[config.mk]
export PLATFORM = sky130hd
export DESIGN_NAME = r5p_tcb_arbiter_flat
export DESIGN_NICKNAME = d
export VERILOG_FILES = /design/src/rtl/r5p_tcb_arbiter_if.sv /design/src/rtl/r5p_tcb_arbiter.sv /design/src/flat_wrapper.sv
export SDC_FILE = /design/constraint.sdc
export NUM_CORES = 1
export LEC_CHECK = 0
export ABC_AREA = 1
export CAP_MARGIN = 25
export CORE_AREA = 2 2 122 124
export CTS_BUF_LIST = sky130_fd_sc_hd__clkbuf_16
export DETAILED_ROUTE_END_ITERATION = 10
export DIE_AREA = 0 0 124 126
export SLEW_MARGIN = 10
export SYNTH_ARGS = -nofsm -noshare
export SYNTH_HDL_FRONTEND = slang
export SYNTH_SLANG_ARGS = --single-unit
[constraint.sdc]
create_clock -name clk -period 4 [get_ports clk]
set_clock_uncertainty 0.15 [all_clocks]
set_input_delay 0.6 -clock clk [delete_from_list [all_inputs] [get_ports clk]]
set_output_delay 0.6 -clock clk [all_outputs]
set_load 0.01 [all_outputs]
[src/rtl/r5p_tcb_arbiter_if.sv]
// TCB request/response bundle: manager drives the request, subordinate drives rdy and the delayed response.
// Modports: master = request issuer, slave = request receiver.
interface r5p_tcb_arbiter_if #(
  parameter int XLEN = 32,
  parameter int BEN  = XLEN/8
);
  logic            vld;
  logic            wen;
  logic [XLEN-1:0] adr;
  logic [BEN-1:0]  ben;
  logic [XLEN-1:0] wdt;
  logic            rdy;
  logic [XLEN-1:0] rdt;
  logic            err;

  modport master (output vld, wen, adr, ben, wdt, input  rdy, rdt, err);
  modport slave  (input  vld, wen, adr, ben, wdt, output rdy, rdt, err);
endinterface

[src/rtl/r5p_tcb_arbiter.sv]
// 2:1 TCB arbiter (IFU=m0, LSU=m1) onto one memory port; combinational grant, responses routed DLY cycles after transfer.
// Backpressure: s.rdy passes combinationally to the granted manager; a stalled grant is locked until it transfers.
module r5p_tcb_arbiter #(
  parameter int XLEN = 32,
  parameter int BEN  = XLEN/8,
  parameter int DLY  = 1,
  parameter bit RR   = 1'b1
) (
  input  logic                 clk,
  input  logic                 rst,
  r5p_tcb_arbiter_if.slave     m0,
  r5p_tcb_arbiter_if.slave     m1,
  r5p_tcb_arbiter_if.master    s
);

  if (DLY < 1 || BEN != XLEN/8) begin : g_param_check
    $error("r5p_tcb_arbiter: DLY must be >= 1 and BEN must equal XLEN/8");
  end

  typedef enum logic {ST_OPEN, ST_LOCKED} state_t;

  state_t         state, state_nxt;
  logic           lid, lid_nxt;
  logic           ptr;
  logic           gnt;
  logic           trn;
  logic [DLY-1:0] pipe_vld;
  logic [DLY-1:0] pipe_id;
  logic           rsp_vld;
  logic           rsp_id;

  always_comb begin
    gnt = 1'b0;
    if (state == ST_LOCKED)
      gnt = lid;
    else if (m0.vld && m1.vld)
      gnt = RR ? ~ptr : 1'b1;
    else
      gnt = m1.vld;
  end

  assign s.vld = m0.vld | m1.vld;
  assign s.wen = gnt ? m1.wen : m0.wen;
  assign s.adr = gnt ? m1.adr : m0.adr;
  assign s.ben = gnt ? m1.ben : m0.ben;
  assign s.wdt = gnt ? m1.wdt : m0.wdt;

  assign trn   = s.vld & s.rdy;
  assign m0.rdy = s.rdy & ~gnt & m0.vld;
  assign m1.rdy = s.rdy &  gnt & m1.vld;

  // Lock keeps the request stable towards the subordinate while it stalls.
  always_comb begin
    state_nxt = state;
    lid_nxt   = lid;
    case (state)
      ST_OPEN: begin
        if (s.vld && !s.rdy) begin
          state_nxt = ST_LOCKED;
          lid_nxt   = gnt;
        end
      end
      ST_LOCKED: begin
        if (trn)
          state_nxt = ST_OPEN;
      end
      default: state_nxt = ST_OPEN;
    endcase
  end

  always_ff @(posedge clk or negedge rst) begin
    if (!rst) begin
      state    <= ST_OPEN;
      lid      <= 1'b0;
      ptr      <= 1'b1;
      pipe_vld <= '0;
      pipe_id  <= '0;
    end else begin
      state <= state_nxt;
      lid   <= lid_nxt;
      if (trn)
        ptr <= gnt;
      pipe_vld[0] <= trn & ~s.wen;
      pipe_id[0]  <= gnt;
      for (int i = 1; i < DLY; i++) begin
        pipe_vld[i] <= pipe_vld[i-1];
        pipe_id[i]  <= pipe_id[i-1];
      end
    end
  end

  assign rsp_vld = pipe_vld[DLY-1];
  assign rsp_id  = pipe_id[DLY-1];

  assign m0.rdt = (rsp_vld && !rsp_id) ? s.rdt : {XLEN{1'b0}};
  assign m0.err = rsp_vld & ~rsp_id & s.err;
  assign m1.rdt = (rsp_vld &&  rsp_id) ? s.rdt : {XLEN{1'b0}};
  assign m1.err = rsp_vld &  rsp_id & s.err;

  lock_held_a: assert property (@(posedge clk) disable iff (!rst)
    (state == ST_LOCKED) |-> (lid ? m1.vld : m0.vld));

endmodule

[src/flat_wrapper.sv]
// flat-port wrapper written by rule: the top's interface ports become plain ports
module r5p_tcb_arbiter_flat 
#(
  parameter int XLEN = 32,
  parameter int BEN  = XLEN/8,
  parameter int DLY  = 1,
  parameter bit RR   = 1'b1
)
  (clk, rst, m0_vld, m0_wen, m0_adr, m0_ben, m0_wdt, m0_rdy, m0_rdt, m0_err, m1_vld, m1_wen, m1_adr, m1_ben, m1_wdt, m1_rdy, m1_rdt, m1_err, s_vld, s_wen, s_adr, s_ben, s_wdt, s_rdy, s_rdt, s_err);
  r5p_tcb_arbiter_if #(.XLEN(XLEN), .BEN(BEN)) m0_i ();
  r5p_tcb_arbiter_if #(.XLEN(XLEN), .BEN(BEN)) m1_i ();
  r5p_tcb_arbiter_if #(.XLEN(XLEN), .BEN(BEN)) s_i ();
  input  logic clk;
  input  logic rst;
  input wire logic [$bits(m0_i.vld)-1:0] m0_vld;
  input wire logic [$bits(m0_i.wen)-1:0] m0_wen;
  input wire logic [$bits(m0_i.adr)-1:0] m0_adr;
  input wire logic [$bits(m0_i.ben)-1:0] m0_ben;
  input wire logic [$bits(m0_i.wdt)-1:0] m0_wdt;
  output wire logic [$bits(m0_i.rdy)-1:0] m0_rdy;
  output wire logic [$bits(m0_i.rdt)-1:0] m0_rdt;
  output wire logic [$bits(m0_i.err)-1:0] m0_err;
  input wire logic [$bits(m1_i.vld)-1:0] m1_vld;
  input wire logic [$bits(m1_i.wen)-1:0] m1_wen;
  input wire logic [$bits(m1_i.adr)-1:0] m1_adr;
  input wire logic [$bits(m1_i.ben)-1:0] m1_ben;
  input wire logic [$bits(m1_i.wdt)-1:0] m1_wdt;
  output wire logic [$bits(m1_i.rdy)-1:0] m1_rdy;
  output wire logic [$bits(m1_i.rdt)-1:0] m1_rdt;
  output wire logic [$bits(m1_i.err)-1:0] m1_err;
  output wire logic [$bits(s_i.vld)-1:0] s_vld;
  output wire logic [$bits(s_i.wen)-1:0] s_wen;
  output wire logic [$bits(s_i.adr)-1:0] s_adr;
  output wire logic [$bits(s_i.ben)-1:0] s_ben;
  output wire logic [$bits(s_i.wdt)-1:0] s_wdt;
  input wire logic [$bits(s_i.rdy)-1:0] s_rdy;
  input wire logic [$bits(s_i.rdt)-1:0] s_rdt;
  input wire logic [$bits(s_i.err)-1:0] s_err;
  assign m0_i.vld = m0_vld;
  assign m0_i.wen = m0_wen;
  assign m0_i.adr = m0_adr;
  assign m0_i.ben = m0_ben;
  assign m0_i.wdt = m0_wdt;
  assign m0_rdy = m0_i.rdy;
  assign m0_rdt = m0_i.rdt;
  assign m0_err = m0_i.err;
  assign m1_i.vld = m1_vld;
  assign m1_i.wen = m1_wen;
  assign m1_i.adr = m1_adr;
  assign m1_i.ben = m1_ben;
  assign m1_i.wdt = m1_wdt;
  assign m1_rdy = m1_i.rdy;
  assign m1_rdt = m1_i.rdt;
  assign m1_err = m1_i.err;
  assign s_vld = s_i.vld;
  assign s_wen = s_i.wen;
  assign s_adr = s_i.adr;
  assign s_ben = s_i.ben;
  assign s_wdt = s_i.wdt;
  assign s_i.rdy = s_rdy;
  assign s_i.rdt = s_rdt;
  assign s_i.err = s_err;
  r5p_tcb_arbiter #(.XLEN(XLEN), .BEN(BEN), .DLY(DLY), .RR(RR)) u_core (.clk(clk), .rst(rst), .m0(m0_i), .m1(m1_i), .s(s_i));
endmodule
Word-level counts from Yosys, hierarchy flattened
Index checks and enable logic that the tools add are counted.
{ "word_totals": {"regBits": 5, "out_inout_bits": 138} }
{ "classes": {"mux": 11, "bitwise": 16, "reduce_logical": 7} }
{ "ops": {"columns": ["cell", "count"], "rows": [
  ["$mux W32", 4],
  ["$and A1 B1 Y1", 10],
  ["$mux W1", 5],
  ["$not A1 Y1", 5],
  ["$logic_and A1 B1 Y1", 4],
  ["$mux W4", 1],
  ["$logic_not A1 Y1", 2],
  ["$pmux W1 S2", 1],
  ["$reduce_and A2 Y1", 1],
  ["$or A1 B1 Y1", 1]
]} }

Depth between registers and ports, before layout
{ "logic_depth": {"ltp_word": 6, "mapped_depth": 7, "depth_no_buf": 6} }

Worst setup path before layout
OpenSTA, ideal clock, no wires.
{ "synth_timing": {"path_type": "input-to-output", "start": "input port m0_vld", "end": "output port m1_rdy", "arrival_ns": 1.212, "slack_ns": 2.038, "path_stages": 6, "n_path_buf": 1, "cell_sequence": "nand2_1 -> nand3_2 -> nand2_4 -> inv_4 -> buf_6 -> nor2_1"} }
{ "synth_between": {"elab_chain_cells": 5} }
{ "synth_rtl": {"columns": ["item", "line_no", "source"], "rows": [
  ["start: declaration", "flat_wrapper.sv:15", "input wire logic [$bits(m0_i.vld)-1:0] m0_vld;"],
  ["$logic_and A1 B1 Y1", "r5p_tcb_arbiter.sv:36", "else if (m0.vld && m1.vld)"],
  ["$mux W1", "r5p_tcb_arbiter.sv:36", null],
  ["$mux W1", "r5p_tcb_arbiter.sv:34", "if (state == ST_LOCKED)"],
  ["$and A1 B1 Y1 (2 in series)", "r5p_tcb_arbiter.sv:50", "assign m1.rdy = s.rdy & gnt & m1.vld;"],
  ["end: declaration", "flat_wrapper.sv:28", "output wire logic [$bits(m1_i.rdy)-1:0] m1_rdy;"]
]} }
Every way passes these cells.

Worst setup path after layout
{ "layout_timing": {"start": "input port m0_vld", "end": "output port s_wdt[14]"} }
{ "layout_between": {"elab_chain_cells": 4} }
{ "layout_rtl": {"columns": ["item", "line_no", "source"], "rows": [
  ["$logic_and A1 B1 Y1", "r5p_tcb_arbiter.sv:36", null],
  ["$mux W1", "r5p_tcb_arbiter.sv:36", null],
  ["$mux W1", "r5p_tcb_arbiter.sv:34", null],
  ["$mux W32", "r5p_tcb_arbiter.sv:46", "assign s.wdt = gnt ? m1.wdt : m0.wdt;"],
  ["end: declaration", "flat_wrapper.sv:35", "output wire logic [$bits(s_i.wdt)-1:0] s_wdt;"]
]} }
Every way passes these cells.

==> impl_metrics.csv <==
group,metric,value,unit
outcome,outcome,"finished, final reports clean",
logic_synthesis,syn_avg_cell_area,4.31,um^2
place,place_congestion,0.736,
place,portBuffers,313,
place,dp_hpwl,8030,um
final_layout,stdcell_area,4920,um^2
logic_synthesis,synthArstFlopShare,100,%
timing,finalMaxSlewViolations,0,
place,pre_cts_slack,0.660,ns
logic_synthesis,yosys-top-cells-count,"215 x nand2_1, 70 x nor2_1, 38 x inv_1",
timing,setup_viol_count_final,0,
timing,min_period,3.28,ns
setup_path,end_kind,"primary output",
floorplanning,die_x,124,um
final_layout,drive_gt1_share,1.98,%
global_route,grt_pass1_vias,2716,
floorplanning,core_region_area,14300,um^2
logic_synthesis,ys_ff_latch,5,
detailed_routing,vias,3008,
timing,period_share,82.0,%
logic_synthesis,synth.yosys.warnings,0,
cts,cts_setup_buffers,0,
setup_path,critPathSlowestCell,"clkdlybuf4s50_1",
setup_path,crit_top_cell,"nand2_1",
run,drv_cap,0,
setup_path,worstPathArrival,2.53,ns
floorplanning,die_area,15600,um^2
global_route,grt_usage,11.1,%
pwr,peakVddDrop,0.000129,V
global_route,grt_max_degree,73,
logic_synthesis,synth-seq-area-share,8.23,%
global_route,grt-ovfl-total,0,
logic_synthesis,synth_edf_count,0,
logic_synthesis,synth.most_common_cell,"nand2_1",
timing,fin_ws,0.719,ns
cts,clk_pin_slew_worst_paths,0.03,ns
detailed_routing,totalWireLength,9470,um
detailed_routing,wl_per_cell,11.2,um
setup_path,required,3.25,ns
cts,clk_latency,0.23,ns
setup_path,path_cells,"clkdlybuf4s50_1, nand2_1, nand3_2, nand2_4, inv_4, buf_4, nand2_1, nand2_1, clkdlybuf4s50_1",
timing,fmax,305,MHz
timing,rsz0062_at_grt,"false",
detailed_routing,post_drt_via_cell_ratio,3.57,
timing,relSlewSlack,55.9,%
min_path,hold_class,"flop to flop",
logic_synthesis,synth_cells,356,
detailed_routing,drt-initial-drc-count,73,
final_layout,area_growth,221,%
floorplanning,num_rows,44,
cts,htreeDepth,1,
timing,worst_pin_slew,0.660,ns
logic_synthesis,synth_cell_types,16,
detailed_routing,ant_nets,0,
cts,cts_sinks,5,
cts,hold_buffers,0,
cts,clock-root-buffer,"clkbuf_16",
setup_path,crit_type,"primary input to primary output",
detailed_routing,dr.pass1.iters,4,
timing,hold_violations,0,
setup_path,cp-start-kind,"primary input",
pwr,p_per_area,233,nW/um^2
setup_path,critPathMaxStageDelay,0.54,ns
pwr,leakagePower,2.32,nW
logic_synthesis,netlist_area,1540,um^2
final_layout,multi_input_area,1120,um^2
final_layout,final_util,34.4,%
global_route,grt_pass1_wl,13600,um
cts,cts_buffer_depth,2,
logic_synthesis,ys.flop_type,"dfrtp_1",
logic_synthesis,synth_largest_area_cell,"nand2_1",
floorplanning,initial_utilization,10.7,%
logic_synthesis,synth_area_leaders,"nand2_1 53%, nor2_1 17%, inv_1 9.3%",
logic_synthesis,synth_top_area_share,52.6,%
final_layout,final_nets,835,
floorplanning,io_pins,314,
floorplanning,fp.dieH,126,um
global_route,antenna_found_initial,1,
place,dpl_cell_area,4840,um^2
cts,cts_resized,0,
final_layout,register_area,126,um^2
detailed_routing,drcViolationCount,0,
logic_synthesis,synth_nets,532,
cts,cts_inserted_buffers,3,
setup_path,crit_fanout,26,
final_layout,fillers,1547,
timing,tns,0,ns
cts,tritoncts,"built",
## cell type report
class | instances | area share (%)
clock inverter | 1 | 0.0763
sequential | 5 | 2.57
inverter | 39 | 3.02
antenna | 1 | 0.0508
timing repair buffer | 318 | 65.3
multi-input combinational | 292 | 22.8
clock buffer | 3 | 1.53
tap | 184 | 4.68
## power by group
group / switching, mW / internal [mW] / leakage (nW) / total [mW]
combinational: 0.395 / 0.525 / 2.22 / 0.919
clock: 0.0313 / 0.129 / 0.0423 / 0.161
sequential: 0.00466 / 0.0612 / 0.0599 / 0.0659
total: 0.431 / 0.715 / 2.32 / 1.15
## worst paths after layout
check	start	to	slack [ns]	cells past startpoint
setup / recovery	m0_vld	s_wdt[14]	0.72	9
hold / removal	u_core.ptr	u_core.ptr	0.33	2
setup reg to reg	flop	u_core.pipe_vld	2.52	7
hold reg to reg	u_core.ptr	u_core.ptr	0.33	2
max in group asynchronous	rst	u_core.ptr	3.00	1
min in group asynchronous	rst	u_core.pipe_id	0.45	1
## per-layer routing
metal | share of wire (%) | vias to the layer above | track usage (%)
met4 | 0.56 | 0 | 2.18
met1 | 38 | 1212 | 12.1
met2 | 50 | 172 | 20.3
met3 | 11 | 2 | 4.30
li1 | - | 1622 | -
met5 | 0 | - | 0
## layout by cell type (no fill, tap or decap), types with 2 or more instances in the layout
cell type          n
inv_1             39
dfrtp_1            4
buf_12             2
clkbuf_16          3
nor2_1            70
buf_4              2
nand2_1          215
clkdlybuf4s50_1  313
## through the flow
stage / instances / power [mW] / hold WS, ns
finish: 843 / 1.15 / 0.334
global placement: 837 / 0.990 / 0.325
floorplan: 356 / 0.434 / 0.154
detailed placement: 838 / 0.996 / 0.330
global route: 842 / 1.24 / 0.351
CTS: 842 / 1.17 / 0.336
## kinds of logic after synthesis
group,synth area share [%]
AO/OA/AOI/OAI,1.22
buffers and inverters,18.8
flip-flops,8.23
AND/OR/NAND/NOR,71.7
## worst max-delay path, delay by kind of cell
family / cells / cell delay, ns
buf+inv: 4 / 1.55
simple gates: 5 / 0.37
No activity file was read; power rests on OpenSTA's default activity.
